<file path="src/rtl/spi_adc_amp_responder_pkg.sv">
// rtl/spi_adc_amp_responder_pkg.sv - shared sizes, ADC state type and frame builder
package spi_adc_amp_responder_pkg;

   localparam int AMP_BITS  = 8;
   localparam int ADC_BITS  = 14;
   localparam int ADC_GAP   = 2;
   localparam int ADC_FRAME = 3 * ADC_GAP + 2 * ADC_BITS;
   localparam int GAIN_BITS = AMP_BITS / 2;
   localparam int CNT_BITS  = $clog2(ADC_FRAME + 1);

   typedef enum logic [1:0] {
      IDLE  = 2'd0,
      SHIFT = 2'd1,
      DONE  = 2'd2
   } adc_state_t;

   // Serial frame image, MSB leaves the device first: gap, A, gap, B, gap.
   function automatic logic [ADC_FRAME-1:0] build_frame(
      input logic [ADC_BITS-1:0] a,
      input logic [ADC_BITS-1:0] b
   );
      return {{ADC_GAP{1'b0}}, a, {ADC_GAP{1'b0}}, b, {ADC_GAP{1'b0}}};
   endfunction

endpackage

</file>
<file path="src/rtl/spi_adc_amp_responder_if.sv">
// rtl/spi_adc_amp_responder_if.sv - pin bundle shared by the amp/adc controllers and the responder
interface spi_adc_amp_responder_if;
   import spi_adc_amp_responder_pkg::*;

   logic                 spi_sck;
   logic                 spi_mosi;
   logic                 amp_cs;
   logic                 amp_shdn;
   logic                 amp_dout;
   logic                 adc_conv;
   logic                 adc_out;
   logic [ADC_BITS-1:0]  sample_a;
   logic [ADC_BITS-1:0]  sample_b;
   logic [GAIN_BITS-1:0] gain_a;
   logic [GAIN_BITS-1:0] gain_b;
   logic                 gain_valid;
   logic                 adc_busy;
   logic                 frame_done;

   modport master (
      output spi_sck, spi_mosi, amp_cs, amp_shdn, adc_conv, sample_a, sample_b,
      input  amp_dout, adc_out, gain_a, gain_b, gain_valid, adc_busy, frame_done
   );

   modport slave (
      input  spi_sck, spi_mosi, amp_cs, amp_shdn, adc_conv, sample_a, sample_b,
      output amp_dout, adc_out, gain_a, gain_b, gain_valid, adc_busy, frame_done
   );

endinterface

</file>
<file path="src/rtl/spi_adc_amp_responder_sck_edge_detect.sv">
// rtl/spi_adc_amp_responder_sck_edge_detect.sv - single-register sampler with rise/fall pulses
module sck_edge_detect (
   input  logic clk,
   input  logic resetn,
   input  logic d,
   output logic level,
   output logic rise,
   output logic fall
);

   logic q;
   logic q_prev;

   always_ff @(posedge clk) begin
      if (!resetn) begin
         q      <= 1'b0;
         q_prev <= 1'b0;
      end else begin
         q      <= d;
         q_prev <= q;
      end
   end

   assign level = q;
   assign rise  = q & ~q_prev;
   assign fall  = ~q & q_prev;

endmodule

</file>
<file path="src/rtl/spi_adc_amp_responder.sv">
// rtl/spi_adc_amp_responder.sv - device-side model of the LTC6912-1 preamp and LTC1407A-1 dual ADC
module spi_adc_amp_responder
   import spi_adc_amp_responder_pkg::*;
(
   input  logic                     CLK50MHZ,
   input  logic                     RST,
   spi_adc_amp_responder_if.slave   bus
);

   localparam logic [CNT_BITS-1:0] LAST_CNT = CNT_BITS'(ADC_FRAME - 1);

   logic sck_level, sck_rise, sck_fall;
   logic cs_level, cs_rise, cs_fall;
   logic conv_level, conv_rise, conv_fall;

   sck_edge_detect u_sck_edge (
      .clk    (CLK50MHZ),
      .resetn (RST),
      .d      (bus.spi_sck),
      .level  (sck_level),
      .rise   (sck_rise),
      .fall   (sck_fall)
   );

   sck_edge_detect u_cs_edge (
      .clk    (CLK50MHZ),
      .resetn (RST),
      .d      (bus.amp_cs),
      .level  (cs_level),
      .rise   (cs_rise),
      .fall   (cs_fall)
   );

   sck_edge_detect u_conv_edge (
      .clk    (CLK50MHZ),
      .resetn (RST),
      .d      (bus.adc_conv),
      .level  (conv_level),
      .rise   (conv_rise),
      .fall   (conv_fall)
   );

   logic unused_edges;
   assign unused_edges = &{1'b0, sck_level, cs_fall, conv_level, conv_fall};

   logic [AMP_BITS-1:0]  amp_sreg;
   logic [GAIN_BITS-1:0] gain_a_q;
   logic [GAIN_BITS-1:0] gain_b_q;
   logic                 gain_valid_q;
   logic                 amp_dout_q;

   // Echo is taken from sreg[7] on the fall, so the old register leaves MSB first during the next write.
   always_ff @(posedge CLK50MHZ) begin
      if (!RST) begin
         amp_sreg     <= '0;
         gain_a_q     <= '0;
         gain_b_q     <= '0;
         gain_valid_q <= 1'b0;
         amp_dout_q   <= 1'b0;
      end else begin
         gain_valid_q <= 1'b0;
         if (bus.amp_shdn) begin
            amp_sreg <= '0;
            gain_a_q <= '0;
            gain_b_q <= '0;
         end else begin
            if (!cs_level && sck_rise) begin
               amp_sreg <= {amp_sreg[AMP_BITS-2:0], bus.spi_mosi};
            end
            if (!cs_level && sck_fall) begin
               amp_dout_q <= amp_sreg[AMP_BITS-1];
            end
            if (cs_rise) begin
               {gain_b_q, gain_a_q} <= amp_sreg;
               gain_valid_q         <= 1'b1;
            end
         end
      end
   end

   assign bus.amp_dout   = amp_dout_q;
   assign bus.gain_a     = gain_a_q;
   assign bus.gain_b     = gain_b_q;
   assign bus.gain_valid = gain_valid_q;

   adc_state_t            state;
   adc_state_t            next_state;
   logic [ADC_FRAME-1:0]  frame;
   logic [CNT_BITS-1:0]   cnt;
   logic                  adc_out_q;

   always_ff @(posedge CLK50MHZ) begin
      if (!RST) begin
         state <= IDLE;
      end else begin
         state <= next_state;
      end
   end

   always_comb begin
      next_state = state;
      case (state)
         IDLE: begin
            if (conv_rise) begin
               next_state = SHIFT;
            end
         end
         SHIFT: begin
            if (conv_rise) begin
               next_state = SHIFT;
            end else if (sck_fall && cnt == LAST_CNT) begin
               next_state = DONE;
            end
         end
         DONE: begin
            next_state = conv_rise ? SHIFT : IDLE;
         end
         default: next_state = IDLE;
      endcase
   end

   // Frame is shifted left so the outgoing bit is always the MSB; a new conv restarts mid-frame.
   always_ff @(posedge CLK50MHZ) begin
      if (!RST) begin
         frame     <= '0;
         cnt       <= '0;
         adc_out_q <= 1'b0;
      end else if (conv_rise) begin
         frame <= build_frame(bus.sample_a, bus.sample_b);
         cnt   <= '0;
      end else if (state == SHIFT && sck_fall) begin
         cnt       <= cnt + 1'b1;
         adc_out_q <= frame[ADC_FRAME-1];
         frame     <= {frame[ADC_FRAME-2:0], 1'b0};
      end
   end

   always_comb begin
      bus.adc_busy   = 1'b0;
      bus.frame_done = 1'b0;
      bus.adc_out    = 1'b0;
      case (state)
         SHIFT: begin
            bus.adc_busy = 1'b1;
            bus.adc_out  = adc_out_q;
         end
         DONE: begin
            bus.frame_done = 1'b1;
            bus.adc_out    = adc_out_q;
         end
         default: ;
      endcase
   end

endmodule
</file>
<file path="src/flat_wrapper.sv">
// flat-port wrapper written by rule: the top's interface ports become plain ports
module spi_adc_amp_responder_flat import spi_adc_amp_responder_pkg::*;
  (CLK50MHZ, RST, bus_spi_sck, bus_spi_mosi, bus_amp_cs, bus_amp_shdn, bus_adc_conv, bus_sample_a, bus_sample_b, bus_amp_dout, bus_adc_out, bus_gain_a, bus_gain_b, bus_gain_valid, bus_adc_busy, bus_frame_done);
  spi_adc_amp_responder_if bus_i ();
  input  logic CLK50MHZ;
  input  logic RST;
  input wire logic [$bits(bus_i.spi_sck)-1:0] bus_spi_sck;
  input wire logic [$bits(bus_i.spi_mosi)-1:0] bus_spi_mosi;
  input wire logic [$bits(bus_i.amp_cs)-1:0] bus_amp_cs;
  input wire logic [$bits(bus_i.amp_shdn)-1:0] bus_amp_shdn;
  input wire logic [$bits(bus_i.adc_conv)-1:0] bus_adc_conv;
  input wire logic [$bits(bus_i.sample_a)-1:0] bus_sample_a;
  input wire logic [$bits(bus_i.sample_b)-1:0] bus_sample_b;
  output wire logic [$bits(bus_i.amp_dout)-1:0] bus_amp_dout;
  output wire logic [$bits(bus_i.adc_out)-1:0] bus_adc_out;
  output wire logic [$bits(bus_i.gain_a)-1:0] bus_gain_a;
  output wire logic [$bits(bus_i.gain_b)-1:0] bus_gain_b;
  output wire logic [$bits(bus_i.gain_valid)-1:0] bus_gain_valid;
  output wire logic [$bits(bus_i.adc_busy)-1:0] bus_adc_busy;
  output wire logic [$bits(bus_i.frame_done)-1:0] bus_frame_done;
  assign bus_i.spi_sck = bus_spi_sck;
  assign bus_i.spi_mosi = bus_spi_mosi;
  assign bus_i.amp_cs = bus_amp_cs;
  assign bus_i.amp_shdn = bus_amp_shdn;
  assign bus_i.adc_conv = bus_adc_conv;
  assign bus_i.sample_a = bus_sample_a;
  assign bus_i.sample_b = bus_sample_b;
  assign bus_amp_dout = bus_i.amp_dout;
  assign bus_adc_out = bus_i.adc_out;
  assign bus_gain_a = bus_i.gain_a;
  assign bus_gain_b = bus_i.gain_b;
  assign bus_gain_valid = bus_i.gain_valid;
  assign bus_adc_busy = bus_i.adc_busy;
  assign bus_frame_done = bus_i.frame_done;
  spi_adc_amp_responder u_core (.CLK50MHZ(CLK50MHZ), .RST(RST), .bus(bus_i));
endmodule
</file>
<file path="config.mk">
export PLATFORM = sky130hd
export DESIGN_NAME = spi_adc_amp_responder_flat
export DESIGN_NICKNAME = d
export VERILOG_FILES = /design/src/rtl/spi_adc_amp_responder_pkg.sv /design/src/rtl/spi_adc_amp_responder_if.sv /design/src/rtl/spi_adc_amp_responder_sck_edge_detect.sv /design/src/rtl/spi_adc_amp_responder.sv /design/src/flat_wrapper.sv
export SDC_FILE = /design/constraint.sdc
export NUM_CORES = 1
export LEC_CHECK = 0
export ABC_AREA = 0
export BUFFER_PORTS_ARGS = -buffer_cell sky130_fd_sc_hd__buf_2
export CORE_MARGIN = 4
export CORE_UTILIZATION = 30
export CTS_CLUSTER_SIZE = 25
export DETAILED_ROUTE_END_ITERATION = 7
export PLACE_DENSITY = 0.58
export RECOVER_POWER = 100
export SLEW_MARGIN = 5
export SYNTH_ARGS = -nofsm -noshare
export SYNTH_HDL_FRONTEND = slang
export SYNTH_HIERARCHICAL = 1
export SYNTH_SLANG_ARGS = --single-unit
</file>
<file path="constraint.sdc">
create_clock -name CLK50MHZ -period 2.05 [get_ports CLK50MHZ]
set_input_delay 0.3075 -clock CLK50MHZ [delete_from_list [all_inputs] [get_ports CLK50MHZ]]
set_output_delay 0.3075 -clock CLK50MHZ [all_outputs]
set_load 0.05 [all_outputs]
</file>
==> impl_metrics.ini <==
[timing]
setup_viol = 0
finalCritPeriodShare = 0.879
fin_hold_ws_ps = 172
rsz0062_at_grt = false
timing.slew.headroom = 0.433
clock_skew_ps = 7.15
max_freq_mhz = 555
tightestPinTransition_ps = 850
fin_crit_ps = 1800
slew_viol_final = 0
setup_tns_ps = 0
worst_slack_ps = 249
hold_violations = 0

[route]
ant_nets = 0
drc_errors = 0
drt_pass1_iterations = 5
drt_iter0_drc = 67
num_vias = 2083
routed_wl_mm = 5.53
avgRoutedWirePerCell_um = 11.9
viasPerCell = 4.47

[flow_run]
drv_cap = 0

[cts]
cts_buffer_depth = 2
cts-resized-gates = 0
clkTransAtPathRegs_ps = 70
cts_sinks = 65
cts_hold_buf = 0
cts_tree = yes
clk_root_buffer_cell = clkbuf_8
cts_post_setup_buffers_inserted = 0
clkLatencyLatePin_ps = 340
cts_buffers = 9
htreeDepth = 3

[floorplanning]
ios = 48
dieArea_sq_mm = 0.0115
start_util = 0.313
rows = 35
coreArea_sq_mm = 0.00942
die_h_um = 107
die-width_um = 107

[cells_and_area]
stdcell_count = 466
antenna_cells = 0
area_growth_pct = 16.0
drive_gt1_frac = 0.211
fin_util = 0.363
fin_area_sq_mm = 0.00341
fin_nets = 373

[logic_synthesis]
postSynthCellCount = 289
syn-num-nets = 330
synth_area_sq_mm = 0.00294
syn_area_per_cell_sq_um = 10.2
yosys_warnings = 6

[setup_path]
worstPathRequired_ps = 2280
worstReg2RegStart = u_core/state[1]
criticalPathCategory = register to register
endpoint_kind = register
r2r-end = u_core/frame[20]
worstPathMaxFanout = 30
start_kind = register
reg2reg_depth = 5
rrSetupSlack_ps = 250
cp.arrival_ps = 2030

[hold_path]
hold_end = u_core/u_cs_edge/level
min-delay-start = bus_amp_cs
min_path_cells = 2
hold_class = primary input to register

[place]
placed_area_sq_mm = 0.00327
gp_congestion = 0.736
place_ws_ps = 186
hpwl_mm = 3.92
placedCellCount = 450
portBuffers = 47

[power]
power_mw = 2.80
vdd_drop_max_mv = 0.447
p_leak_nw = 1.58
p_per_area_mw_per_mm2 = 820

[grt]
grt_use_total = 0.103
grt_pass1_wl_mm = 9.60
grt_pass1_vias = 2122
grt_max_degree = 31
grt-ovfl-total = 0
antenna_found_initial = 0

[run_status]
status = finished, final reports clean
## metal layers
metal / GRT usage / up-vias / routed length (um)
li1: - / 1083 / -
met1: 0.130 / 947 / 2670
met2: 0.159 / 45 / 2470
met3: 0.0325 / 8 / 291
met4: 0.0502 / 0 / 104
met5: 0 / - / 0
## worst max-delay path, cell delays in order (launching register included)
cell     delay, ps
dfxtp_1        380
inv_1           80
ha_1           300
nand2_4        350
mux2_2         380
o211a_1        200
## sequential cells by signal, summed over array words and instances (netlist names)
register,flops
u_core/adc_out_q,1
u_core/amp_sreg,8
u_core/bus.amp_dout,1
u_core/bus.gain_a,4
u_core/bus.gain_b,4
u_core/bus.gain_valid,1
u_core/cnt,6
u_core/frame,32
u_core/state,2
u_core/u_conv_edge/level,1
u_core/u_conv_edge/q_prev,1
u_core/u_cs_edge/level,1
u_core/u_cs_edge/q_prev,1
u_core/u_sck_edge/level,1
u_core/u_sck_edge/q_prev,1
## cell type report
cell class / instances / area, sq um
fill: 972 / 6000
sequential: 65 / 1300
multi-input combinational: 197 / 1450
clock buffer: 11 / 141
tap: 129 / 161
inverter: 4 / 15.0
clock inverter: 5 / 78.8
timing repair buffer: 55 / 263
## worst max path at each step
stage                               start          endpoint
final                     u_core/state[1]  u_core/frame[20]
after global routing      u_core/state[1]   u_core/frame[5]
after global placement    u_core/state[1]  u_core/frame[24]
after detailed placement  u_core/state[1]  u_core/frame[22]
after CTS                 u_core/state[1]  u_core/frame[20]
after floorplan           u_core/state[1]  u_core/frame[10]
## power by group
part / leakage [nW] / switching (mW) / total (mW) / internal [mW]
Combinational: 0.936 / 0.142 / 0.273 / 0.131
Sequential: 0.530 / 0.0263 / 1.34 / 1.31
Clock: 0.113 / 0.471 / 1.19 / 0.716
## cells in the final DEF, fill, tap and decap left out, types with 3 or more instances in the layout
master,instances
a21oi_1,15
and2_1,5
buf_2,33
buf_4,3
clkbuf_1,17
clkbuf_2,3
clkbuf_8,10
dfxtp_1,65
ha_1,6
inv_1,4
mux2_1,13
mux2_2,13
mux2i_1,10
nand2_1,27
nand2b_1,31
nand3_1,3
nor2_1,12
nor2b_1,6
o211a_1,27
o21ai_0,5
or3_1,3
Note: power is estimated with default switching activity, not from simulation.
